File: src/rtl/data_memory_controller_pkg.sv
// dmc_pkg: shared FSM states, access-size encoding and lane widths for the data memory controller.
package dmc_pkg;
  typedef enum logic [1:0] {IDLE, LOAD, MERGE} state_e;
  typedef enum logic [1:0] {SZ_BYTE, SZ_HALF, SZ_WORD} size_e;
  localparam int BYTE_W = 8;
  localparam int HALF_W = 16;
  localparam int WORD_W = 32;
  function automatic size_e dec_size(logic is_byte, logic is_half);
    return is_byte ? SZ_BYTE : is_half ? SZ_HALF : SZ_WORD;
  endfunction
endpackage

File: src/rtl/data_memory_controller_if.sv
// data_memory_controller_if: MEM-stage request bus plus RAM port; misaligned exists only with DMC_ALIGN_CHECK_EN.
interface data_memory_controller_if #(parameter int ADDR_WIDTH = 10);
  logic                  req_read;
  logic                  req_write;
  logic [31:0]           req_addr;
  logic [31:0]           req_wdata;
  logic                  req_byte;
  logic                  req_half;
  logic                  req_unsigned;
  logic [31:0]           rdata;
  logic                  success;
  logic [ADDR_WIDTH-1:0] mem_addr;
  logic [31:0]           mem_wdata;
  logic                  mem_we;
  logic [31:0]           mem_rdata;
`ifdef DMC_ALIGN_CHECK_EN
  logic                  misaligned;
`endif
  modport master (
    output req_read, req_write, req_addr, req_wdata, req_byte, req_half, req_unsigned, mem_rdata,
    input  rdata, success, mem_addr, mem_wdata, mem_we
`ifdef DMC_ALIGN_CHECK_EN
    , input misaligned
`endif
  );
  modport slave (
    input  req_read, req_write, req_addr, req_wdata, req_byte, req_half, req_unsigned, mem_rdata,
    output rdata, success, mem_addr, mem_wdata, mem_we
`ifdef DMC_ALIGN_CHECK_EN
    , output misaligned
`endif
  );
endinterface

File: src/rtl/data_memory_controller_lane_unit.sv
// dmc_lane_unit: combinational lane extract/extend for loads and lane merge for sub-word stores.
module dmc_lane_unit
  import dmc_pkg::*;
(
  input  size_e       i_size,
  input  logic [1:0]  i_addr_lo,
  input  logic        i_unsigned,
  input  logic [31:0] i_load_word,
  input  logic [31:0] i_store_data,
  input  logic [31:0] i_old_word,
  output logic [31:0] o_load_ext,
  output logic [31:0] o_merged
);
  logic [4:0]  w_shift;
  logic [31:0] w_mask;
  logic [31:0] w_lane;
  always_comb begin
    w_shift = i_size == SZ_BYTE ? {i_addr_lo, 3'b000} : i_size == SZ_HALF ? {i_addr_lo[1], 4'b0000} : 5'd0;
    w_mask = i_size == SZ_BYTE ? 32'h0000_00ff : i_size == SZ_HALF ? 32'h0000_ffff : 32'hffff_ffff;
    w_lane = (i_load_word >> w_shift) & w_mask;
    o_load_ext = i_size == SZ_BYTE ? {{(WORD_W-BYTE_W){~i_unsigned & w_lane[BYTE_W-1]}}, w_lane[BYTE_W-1:0]} :
                 i_size == SZ_HALF ? {{(WORD_W-HALF_W){~i_unsigned & w_lane[HALF_W-1]}}, w_lane[HALF_W-1:0]} :
                 w_lane;
    o_merged = (i_old_word & ~(w_mask << w_shift)) | ((i_store_data & w_mask) << w_shift);
  end
endmodule

File: src/rtl/data_memory_controller.sv
// data_memory_controller: byte/half/word loads and stores onto a word RAM, sub-word stores via read-modify-write.
// Optional alignment trap enabled by DMC_ALIGN_CHECK_EN.
module data_memory_controller
  import dmc_pkg::*;
#(
  parameter int ADDR_WIDTH = 10
) (
  input logic                     clk,
  input logic                     rst,
  data_memory_controller_if.slave io_bus
);
  state_e      r_state;
  state_e      w_next;
  logic [31:0] r_rdata;
  logic [31:0] w_load_ext;
  logic [31:0] w_merged;
  size_e       w_size;
  logic        w_wr;
  logic        w_rd;
  logic        w_mis;
  assign w_size = dec_size(io_bus.req_byte, io_bus.req_half);
  assign w_wr   = io_bus.req_write;
  assign w_rd   = io_bus.req_read & ~io_bus.req_write;
`ifdef DMC_ALIGN_CHECK_EN
  assign w_mis = (w_wr | w_rd) & ((w_size == SZ_HALF & io_bus.req_addr[0]) | (w_size == SZ_WORD & |io_bus.req_addr[1:0]));
`else
  assign w_mis = 1'b0;
`endif
  dmc_lane_unit u_lane (
    .i_size       (w_size),
    .i_addr_lo    (io_bus.req_addr[1:0]),
    .i_unsigned   (io_bus.req_unsigned),
    .i_load_word  (io_bus.mem_rdata),
    .i_store_data (io_bus.req_wdata),
    .i_old_word   (io_bus.mem_rdata),
    .o_load_ext   (w_load_ext),
    .o_merged     (w_merged)
  );
  always_ff @(posedge clk or negedge rst) begin
    if (!rst) begin
      r_state <= IDLE;
      r_rdata <= '0;
    end else begin
      r_state <= w_next;
      r_rdata <= io_bus.rdata;
    end
  end
  always_comb begin
    w_next = r_state == IDLE && !w_mis ? (w_wr && w_size != SZ_WORD ? MERGE : w_rd ? LOAD : IDLE) : IDLE;
  end
  // mem_we is gated by rst so a write in flight is killed the instant reset asserts
  always_comb begin
    io_bus.success   = !(r_state == IDLE && !w_mis && ((w_wr && w_size != SZ_WORD) || w_rd));
    io_bus.mem_we    = rst && !w_mis && w_wr && (r_state == IDLE ? w_size == SZ_WORD : r_state == MERGE);
    io_bus.mem_wdata = io_bus.mem_we ? (r_state == MERGE ? w_merged : io_bus.req_wdata) : '0;
    io_bus.rdata     = r_state == LOAD && w_rd ? w_load_ext : (w_mis && w_rd) ? '0 : r_rdata;
    io_bus.mem_addr  = io_bus.req_addr[ADDR_WIDTH+1:2];
`ifdef DMC_ALIGN_CHECK_EN
    io_bus.misaligned = rst && w_mis && r_state == IDLE;
`endif
  end
endmodule

File: src/flat_wrapper.sv
// flat-port wrapper written by rule: the top's interface ports become plain ports
module data_memory_controller_flat import dmc_pkg::*;
#(
  parameter int ADDR_WIDTH = 10
)
  (clk, rst, io_bus_req_read, io_bus_req_write, io_bus_req_addr, io_bus_req_wdata, io_bus_req_byte, io_bus_req_half, io_bus_req_unsigned, io_bus_mem_rdata, io_bus_rdata, io_bus_success, io_bus_mem_addr, io_bus_mem_wdata, io_bus_mem_we);
  data_memory_controller_if #(.ADDR_WIDTH(ADDR_WIDTH)) io_bus_i ();
  input logic clk;
  input logic rst;
  input wire logic [$bits(io_bus_i.req_read)-1:0] io_bus_req_read;
  input wire logic [$bits(io_bus_i.req_write)-1:0] io_bus_req_write;
  input wire logic [$bits(io_bus_i.req_addr)-1:0] io_bus_req_addr;
  input wire logic [$bits(io_bus_i.req_wdata)-1:0] io_bus_req_wdata;
  input wire logic [$bits(io_bus_i.req_byte)-1:0] io_bus_req_byte;
  input wire logic [$bits(io_bus_i.req_half)-1:0] io_bus_req_half;
  input wire logic [$bits(io_bus_i.req_unsigned)-1:0] io_bus_req_unsigned;
  input wire logic [$bits(io_bus_i.mem_rdata)-1:0] io_bus_mem_rdata;
  output wire logic [$bits(io_bus_i.rdata)-1:0] io_bus_rdata;
  output wire logic [$bits(io_bus_i.success)-1:0] io_bus_success;
  output wire logic [$bits(io_bus_i.mem_addr)-1:0] io_bus_mem_addr;
  output wire logic [$bits(io_bus_i.mem_wdata)-1:0] io_bus_mem_wdata;
  output wire logic [$bits(io_bus_i.mem_we)-1:0] io_bus_mem_we;
  assign io_bus_i.req_read = io_bus_req_read;
  assign io_bus_i.req_write = io_bus_req_write;
  assign io_bus_i.req_addr = io_bus_req_addr;
  assign io_bus_i.req_wdata = io_bus_req_wdata;
  assign io_bus_i.req_byte = io_bus_req_byte;
  assign io_bus_i.req_half = io_bus_req_half;
  assign io_bus_i.req_unsigned = io_bus_req_unsigned;
  assign io_bus_i.mem_rdata = io_bus_mem_rdata;
  assign io_bus_rdata = io_bus_i.rdata;
  assign io_bus_success = io_bus_i.success;
  assign io_bus_mem_addr = io_bus_i.mem_addr;
  assign io_bus_mem_wdata = io_bus_i.mem_wdata;
  assign io_bus_mem_we = io_bus_i.mem_we;
  data_memory_controller #(.ADDR_WIDTH(ADDR_WIDTH)) u_core (.clk(clk), .rst(rst), .io_bus(io_bus_i));
endmodule
File: config.mk
export PLATFORM = sky130hd
export DESIGN_NAME = data_memory_controller_flat
export DESIGN_NICKNAME = d
export VERILOG_FILES = /design/src/rtl/data_memory_controller_pkg.sv /design/src/rtl/data_memory_controller_if.sv /design/src/rtl/data_memory_controller_lane_unit.sv /design/src/rtl/data_memory_controller.sv /design/src/flat_wrapper.sv
export SDC_FILE = /design/constraint.sdc
export NUM_CORES = 1
export LEC_CHECK = 0
export BUFFER_PORTS_ARGS = -buffer_cell sky130_fd_sc_hd__buf_2
export CAP_MARGIN = 40
export CORE_ASPECT_RATIO = 0.6
export CORE_MARGIN = 1
export CORE_UTILIZATION = 40
export DETAILED_ROUTE_END_ITERATION = 12
export PLACE_DENSITY_LB_ADDON = 0.05
export SYNTH_ARGS = -nofsm -noshare
export SYNTH_HDL_FRONTEND = slang
export SYNTH_SLANG_ARGS = --single-unit
File: constraint.sdc
create_clock -name clk -period 4.4 [get_ports clk]
set_clock_uncertainty 0.05 [all_clocks]
set_input_delay 0.22 -clock clk [delete_from_list [all_inputs] [get_ports clk]]
set_output_delay 0.22 -clock clk [all_outputs]
set_load 0.005 [all_outputs]
==> flow_summary.json, run 1 <==
{
  "overflow": 0,
  "syn-cell-area_mm2": 0.00290,
  "dr.pass1.iters": 9,
  "nets": 541,
  "cts_setup_buffers": 0,
  "cts_buffers": 5,
  "grt_pass1_wl_um": 15000,
  "synth_edf_count": 0,
  "hp-start": "io_bus_req_write",
  "portBuffers": 138,
  "syn-instance-count": 327,
  "cts-root-buf": "clkbuf_16",
  "avgSynthCellArea_um2": 8.86,
  "finish.utilization_pct": 53.3,
  "rr_startpoint": "u_core.r_state[1]",
  "antenna_found_initial": 0,
  "diodes": 0,
  "cpMostUsedCell": "buf_2",
  "dp.cells": 517,
  "ys_seq_elements": 34,
  "rows": 23,
  "routed_via_density": 5.77,
  "async_flop_share_pct": 100,
  "setup-violations-final": 0,
  "r2r_cells": 4,
  "timing.final.crit_share_pct": 64.1,
  "powerDensity_mw_per_mm2": 342,
  "final_hold_viol_count": 0,
  "io_pins": 179,
  "crit_required_ps": 4130,
  "ys_types": 39,
  "end_kind": "output pin",
  "critPathLaunchType": "input port",
  "core_mm2": 0.00685,
  "crit_slowest_cell": "dlygate4sd3_1",
  "internal_power_mw": 0.851,
  "wire_per_inst_um": 18.7,
  "numClockSinks": 34,
  "dieHeight_um": 67.9,
  "max_slew_margin_pct": 43.0,
  "cts_buffer_depth": 2,
  "crit_chain": "dlygate4sd3_1 -> buf_2 -> buf_4 -> and3b_1 -> o21ai_1 -> nor2_2 -> o2bb2ai_1 -> buf_2",
  "regArea_um2": 851,
  "area_growth_pct": 26.0,
  "cp_data_arrival_time_ps": 2550,
  "cts.repair.resized": 0,
  "path_max_fanout": 36,
  "rsz0062_at_grt": "no",
  "gp_congestion": 0.952,
  "initial_core_util_pct": 42.3,
  "clkTransAtPathRegs_ps": 50,
  "hp-class": "input port to register",
  "slew_violations": 0,
  "dieWidth_um": 112,
  "ys_seq_area_share_pct": 29.4,
  "fin_ws_ps": 1580,
  "grt_util_all_layers_pct": 25.8,
  "peakVddDrop_mv": 0.188,
  "fmaxAchievable_ghz": 0.355,
  "place_area_mm2": 0.00350,
  "synth_ff_type": "dfrtp_1",
  "drv_cap": 0,
  "yosys_warnings": 0,
  "p_switching_mw": 0.398,
  "critical_path_class": "input port to output pin",
  "leakage_nw": 1.68,
  "h-tree-depth": 2,
  "syn-num-nets": 430,
  "drc": 9,
  "place_hpwl_um": 7540,
  "r2r-end": "u_core.r_rdata[3]",
  "ff2ff_setup_slack_ps": 2200,
  "cts_tree": "yes",
  "vias": 3022,
  "fin_setup_tns_ps": 0,
  "crit_buf_inv": 4,
  "worst_pin_slew_ps": 849,
  "clockPowerShare_pct": 26.7,
  "clk_latency_ps": 270,
  "ctsHoldBuffers": 1,
  "grt_pass1_vias": 2785,
  "num-fill-cells": 705,
  "swShare_pct": 31.8,
  "fin_crit_ps": 2820,
  "wl_um": 9780,
  "final_area_mm2": 0.00365,
  "status": "complete, but fails checks",
  "combPwrFrac_pct": 38.5,
  "grt_max_degree": 51,
  "drt_iter0_drc": 154,
  "floorplan.die_area_mm2": 0.00760,
  "slowest_delay_ps": 520,
  "drive_gt1_share_pct": 38.0,
  "hold_end": "u_core.r_state[0]",
  "violations": "design-rule violations",
  "min_path_cells": 2,
  "postRouteAntennaNets": 0,
  "multi_input_area_mm2": 0.00182,
  "place_ws_ps": 1820,
  "p_seq_share_pct": 34.9,
  "finalNonFillerCells": 524,
  "cp_top_family": "buffers and inverters"
}
[per-stage QoR]
stage                     hold WS [ps]  total power, mW
final                              182             1.25
after global routing               201             1.32
after CTS                          176             1.26
after detailed placement           235            0.921
after global placement             238            0.914
after floorplan                   -126            0.722
[layer usage]
layer / share of wire, % / vias to the layer above / GRT usage [%]
met4: 0.97 / 0 / 7.09
met1: 49 / 1456 / 37.2
met2: 43 / 127 / 39.8
met3: 7.0 / 10 / 4.61
li1: - / 1429 / -
met5: 0 / - / 0
[layout by cell type, fill, tap and decap left out, types with 2 or more instances in the layout]
cell type	count
and2_1	3
clkbuf_16	5
o22a_1	8
a31oi_4	10
nand2b_1	11
nand2_1	45
a21oi_1	9
or2_1	3
o21ai_0	9
a22o_1	9
nor4b_1	2
a22oi_1	16
buf_2	138
o21ai_1	18
dfrtp_1	34
o2bb2ai_1	8
a31oi_1	8
mux2i_1	33
o221ai_1	15
nor2_1	32
buf_4	3
[layout make-up]
cell class              count  share of cell area (%)
clock buffers               6                    3.80
repair buffers            142                    19.8
multi-input cells         253                    49.9
well taps                  87                    2.98
inverters                   2                   0.206
flip-flops and latches     34                    23.3
[cell usage after synthesis (2+ instances only)]
cell type	instances	area, um^2
nand2_1	45	169
dfrtp_1	34	851
mux2i_1	33	330
nor2_1	32	120
o21ai_1	18	90.1
a22oi_1	16	120
o221ai_1	15	131
buf_4	14	105
buf_2	11	55.1
clkbuf_1	11	41.3
nand2b_1	11	68.8
a31oi_4	10	213
a21oi_1	9	45.0
a22o_1	9	78.8
o21ai_0	9	45.0
a31oi_1	8	50.1
o22a_1	8	70.1
o2bb2ai_1	8	70.1
and2_1	3	18.8
or2_1	3	18.8
nor4b_1	2	17.5
[worst max-delay path by stage]
| stage | from | endpoint | slack, ps | cells past startpoint |
|---|---|---|---|---|
| after global routing | rst | io_bus_mem_wdata[13] | 1390 | 8 |
| after CTS | rst | io_bus_mem_wdata[13] | 1550 | 8 |
| final | rst | io_bus_mem_wdata[13] | 1580 | 8 |
| after detailed placement | io_bus_req_half | io_bus_rdata[31] | 1820 | 7 |
| after floorplan | u_core.r_state[1] | io_bus_rdata[23] | 2740 | 5 |
| after global placement | io_bus_req_half | io_bus_rdata[24] | 1820 | 7 |
[power by group through the flow]
stage | Combinational, mW | Clock [mW] | Sequential [mW]
detailed placement | 0.481 | 0 | 0.440
global placement | 0.477 | 0 | 0.438
CTS | 0.483 | 0.341 | 0.435
finish | 0.480 | 0.333 | 0.435
floorplan | 0.290 | 0 | 0.433
global route | 0.529 | 0.349 | 0.444
[cell families after synthesis]
group / count (synthesis) / synth area share [%]
buf+inv: 40 / 8.29
flops: 34 / 29.4
simple gates: 107 / 18.3
compound gates: 113 / 32.7
mux: 33 / 11.4
[flip-flops by register name (all words and copies together) (netlist names)]
| signal | cells |
|---|---|
| u_core.r_rdata | 32 |
| u_core.r_state | 2 |
[worst register-to-register path, cell delays in order (launching register included)]
cell and delay, ps:
dfrtp_1 450, nor4bb_4 290, buf_4 560, nand2_1 400, o221ai_1 340
(Power assumes the default switching activity.)
==> run 2, diff against run 1 <==
clock period = 2.3 ns   (was 4.4 ns; I/O delays follow)
==> flow_summary.json, run 2 (synthesis results as in run 1) <==
{
  "status": "complete, but fails checks",
  "violations": "design-rule violations",
  "drive_gt1_share_pct": 39.9,
  "leakage_nw": 1.76,
  "cts_tree": "yes",
  "final_common_cell": "buf_2",
  "rr_startpoint": "u_core.r_state[1]",
  "place_hpwl_um": 7710,
  "worst_pin_slew_ps": 632,
  "core_mm2": 0.00685,
  "numClockSinks": 34,
  "fin_setup_tns_ps": 0,
  "finish.utilization_pct": 55.3,
  "clk_latency_ps": 270,
  "largest_reg_flops": 32,
  "vias": 3113,
  "top_register": "u_core.r_rdata",
  "initial_core_util_pct": 42.3,
  "drt_iter0_drc": 221,
  "max_slew_margin_pct": 57.8,
  "hp-class": "input port to register",
  "setup-violations-final": 0,
  "min_path_cells": 2,
  "antenna_found_initial": 0,
  "diodes": 0,
  "dp.cells": 529,
  "crit_required_ps": 2130,
  "cts_buffers": 5,
  "gp_congestion": 0.943,
  "critPathLaunchType": "register",
  "hp-start": "io_bus_req_write",
  "overflow": 0,
  "cp_data_arrival_time_ps": 2050,
  "slew_violations": 0,
  "rsz0062_at_grt": "yes",
  "layout_common_cells": "buf_2 (138), nand2_1 (45), dfrtp_1 (34)",
  "powerDensity_mw_per_mm2": 661,
  "area_growth_pct": 30.6,
  "rows": 23,
  "h-tree-depth": 2,
  "fmaxAchievable_ghz": 0.451,
  "routed_via_density": 5.79,
  "grt_pass1_wl_um": 15200,
  "finalNonFillerCells": 538,
  "cts_buffer_depth": 2,
  "num-fill-cells": 670,
  "r2r-end": "u_core.r_rdata[5]",
  "dieWidth_um": 112,
  "fin_crit_ps": 2220,
  "clkTransAtPathRegs_ps": 50,
  "portBuffers": 138,
  "r2r_cells": 4,
  "grt_util_all_layers_pct": 26.1,
  "drc": 9,
  "dieHeight_um": 67.9,
  "nets": 553,
  "grt_max_degree": 36,
  "io_pins": 179,
  "wire_per_inst_um": 18.3,
  "critical_path_class": "register to output pin",
  "grt_pass1_vias": 2886,
  "ff2ff_setup_slack_ps": 540,
  "peakVddDrop_mv": 0.422,
  "drv_cap": 0,
  "floorplan.die_area_mm2": 0.00760,
  "end_kind": "output pin",
  "wl_um": 9860,
  "reg_top3": "u_core.r_rdata: 32 flops, u_core.r_state: 2 flops",
  "final_hold_viol_count": 0,
  "hold_end": "u_core.r_state[0]",
  "postRouteAntennaNets": 0,
  "dr.pass1.iters": 9,
  "timing.final.crit_share_pct": 96.4,
  "path_max_fanout": 35,
  "cts-root-buf": "clkbuf_16"
}
## run 2: cell count changes in the layout (fill, tap and decap cells not counted)
cell      previous run  this run
buf_12               0         1
buf_4                3        13
buf_6                0         1
clkbuf_8             1         3
## run 2: how the worst max path moves through the flow
| stage | start | end | slack, ps | depth (start not counted) |
|---|---|---|---|---|
| after floorplan | u_core.r_state[1] | u_core.r_rdata[24] | 730 | 5 |
| after global placement | io_bus_req_byte | io_bus_rdata[9] | 380 | 6 |
| after CTS | u_core.r_state[1] | io_bus_rdata[16] | 60 | 6 |
| after global routing | u_core.r_state[1] | io_bus_rdata[4] | -10 | 5 |
| after detailed placement | io_bus_req_byte | io_bus_rdata[29] | 340 | 7 |
| final | u_core.r_state[1] | io_bus_rdata[5] | 80 | 5 |
## run 2: per-layer routing
metal	track usage (%)	part of all wire (%)	routed length, um	vias up
met4	4.90	0.62	61	0
met3	4.69	7.1	697	8
met5	0	0	0	-
met1	38.2	49	4820	1514
li1	-	-	-	1454
met2	40.5	43	4280	137
## run 2: timing repair
action / 4_1_cts / 5_1_grt
endpoints found under the hold margin: 34 / 0
hold buffers: 1 / 0
gates resized for setup: 0 / 1
buffers inserted: 0 / 0
setup endpoints to repair: 0 / 9
## run 2: worst max-delay path, cell delays in order (launching register included)
cell      delay, ps
dfrtp_1         450
nor4bb_4        360
buf_12          240
nand2_1         230
o221ai_1        300
buf_2           180
## run 2: layout make-up
| cell class | instances | area [um^2] | share of cell area [%] |
|---|---|---|---|
| Inverter | 2 | 7.51 | 0.198 |
| Tap cell | 87 | 109 | 2.88 |
| Timing Repair Buffer | 154 | 830 | 21.9 |
| Clock buffer | 8 | 166 | 4.40 |
| Sequential cell | 34 | 851 | 22.5 |
| Multi-Input combinational cell | 253 | 1820 | 48.1 |
## run 2: through the flow
step                      setup slack (ps)  power (mW)  hold WS, ps  area [um^2]
after CTS                             63.2        2.51         71.5         3780
final                                 83.2        2.50         72.2         3780
after global placement                 377        1.77          155         3600
after global routing                 -10.4        2.65         86.7         3780
after floorplan                        734        1.38         -231         2900
after detailed placement               337        1.78          151         3600
## run 2: report_power, final
group	leakage, nW	internal [mW]	switching [mW]
Sequential	0.408	0.781	0.0536
Clock	0.0832	0.490	0.236
Combinational	1.26	0.442	0.497
Total	1.76	1.71	0.787
==> run 3, diff against run 2 <==
CORE_ASPECT_RATIO = not set   (was 0.6)
HOLD_SLACK_MARGIN = 0.15   (was not set)
==> flow_summary.json, run 3 (synthesis results as in run 1) <==
{
  "routed_via_density": 5.47,
  "cp_top_family": "buffers and inverters",
  "core_mm2": 0.00691,
  "place_area_mm2": 0.00362,
  "powerDensity_mw_per_mm2": 582,
  "holdWs_ps": 160,
  "place_hpwl_um": 7800,
  "cpMostUsedCell": "buf_2",
  "wire_per_inst_um": 18.0,
  "crit_chain": "dlygate4sd3_1 -> buf_2 -> nor4bb_4 -> buf_4 -> buf_12 -> o21ai_0 -> o22a_1 -> buf_2",
  "num-fill-cells": 717,
  "gp_congestion": 0.860,
  "fin_ws_ps": 128,
  "cts_tree": "yes",
  "layout_common_cells": "buf_2 (138), nand2_1 (45), dfrtp_1 (34)",
  "hp-class": "input port to register",
  "cts_buffer_depth": 2,
  "path_max_fanout": 27,
  "fmaxAchievable_ghz": 0.460,
  "floorplan.die_area_mm2": 0.00759,
  "clkTransAtPathRegs_ps": 70,
  "vias": 3052,
  "grt_max_degree": 35,
  "leakage_nw": 1.78,
  "dieHeight_um": 87.1,
  "crit_buf_inv": 5,
  "area_growth_pct": 32.9,
  "grt_pass1_wl_um": 15600,
  "timing.final.crit_share_pct": 94.4,
  "wl_um": 10100,
  "max_slew_margin_pct": 57.1,
  "fin_setup_tns_ps": 0,
  "final_common_cell": "buf_2",
  "drv_cap": 0,
  "overflow": 0,
  "postRouteAntennaNets": 0,
  "critPathLaunchType": "input port",
  "cts_buffers": 5,
  "finish.utilization_pct": 55.8,
  "antenna_found_initial": 0,
  "drt_iter0_drc": 183,
  "top_register": "u_core.r_rdata",
  "h-tree-depth": 2,
  "crit_required_ps": 2130,
  "critical_path_class": "input port to output pin",
  "initial_core_util_pct": 42.0,
  "crit_slowest_cell": "dlygate4sd3_1",
  "setup-violations-final": 0,
  "clk_latency_ps": 280,
  "final_hold_viol_count": 0,
  "numClockSinks": 34,
  "place_ws_ps": 378,
  "dp.cells": 537,
  "grt_pass1_vias": 2905,
  "drive_gt1_share_pct": 39.2,
  "status": "complete, no violations",
  "dr.pass1.iters": 4,
  "rsz0062_at_grt": "no",
  "dieWidth_um": 87.1,
  "grt_util_all_layers_pct": 26.6,
  "finalNonFillerCells": 558,
  "cp_data_arrival_time_ps": 2010,
  "slowest_delay_ps": 530,
  "nets": 564,
  "peakVddDrop_mv": 0.225,
  "rows": 30,
  "portBuffers": 138,
  "final_area_mm2": 0.00385,
  "diodes": 0,
  "reg_top3": "u_core.r_rdata: 32 flops, u_core.r_state: 2 flops",
  "cts-root-buf": "clkbuf_8",
  "worst_pin_slew_ps": 643,
  "largest_reg_flops": 32,
  "slew_violations": 0,
  "fin_crit_ps": 2170,
  "total_power_mw": 2.24,
  "drc": 0,
  "end_kind": "output pin",
  "io_pins": 179
}
run 3: final cells by class:
cell class	instances	area, um^2	area share [%]
clock buffer	7	86.3	2.24
clock inverter	1	5.00	0.130
inverter	2	7.51	0.195
multi-input combinational	253	1830	47.5
sequential	34	851	22.1
tap	96	120	3.12
timing repair buffer	165	952	24.7
run 3: final timing paths:
kind	startpoint	to	slack, ps	cells past startpoint
max	io_bus_req_write	io_bus_rdata[9]	130	8
min	io_bus_mem_rdata[22]	u_core.r_rdata[22]	160	3
max reg2reg	u_core.r_state[1]	u_core.r_rdata[9]	540	5
min reg2reg	u_core.r_rdata[1]	u_core.r_rdata[1]	450	2
max in group asynchronous	rst	u_core.r_rdata[17]	1470	3
min in group asynchronous	rst	u_core.r_rdata[11]	410	3
run 3: power by group:
part	total (mW)	leakage, nW	internal [mW]	switching, mW
sequential	0.835	0.408	0.780	0.0553
combinational	0.951	1.32	0.458	0.493
clock	0.455	0.0482	0.242	0.213
total	2.24	1.78	1.48	0.761
run 3: worst reg2reg max path, cell delays in order (launching register included):
cell	delay, ps
dfrtp_1	480
nor4bb_4	310
buf_4	180
buf_12	190
o21ai_0	200
o22a_1	240
run 3: timing repair:
item	in CTS	in global routing
buffers inserted	0	1
resized for setup	0	3
endpoints found under the hold margin	45	0
endpoints found under the setup margin	0	12
hold buffers	12	0
run 3: per-layer routing:
metal	part of all wire, %	vias to the layer above	wire [um]	GRT usage (%)
li1	-	1475	-	-
met1	46	1439	4610	38.8
met2	47	130	4710	41.8
met3	6.4	8	641	4.27
met4	0.85	0	85	4.92
met5	0	-	0	0
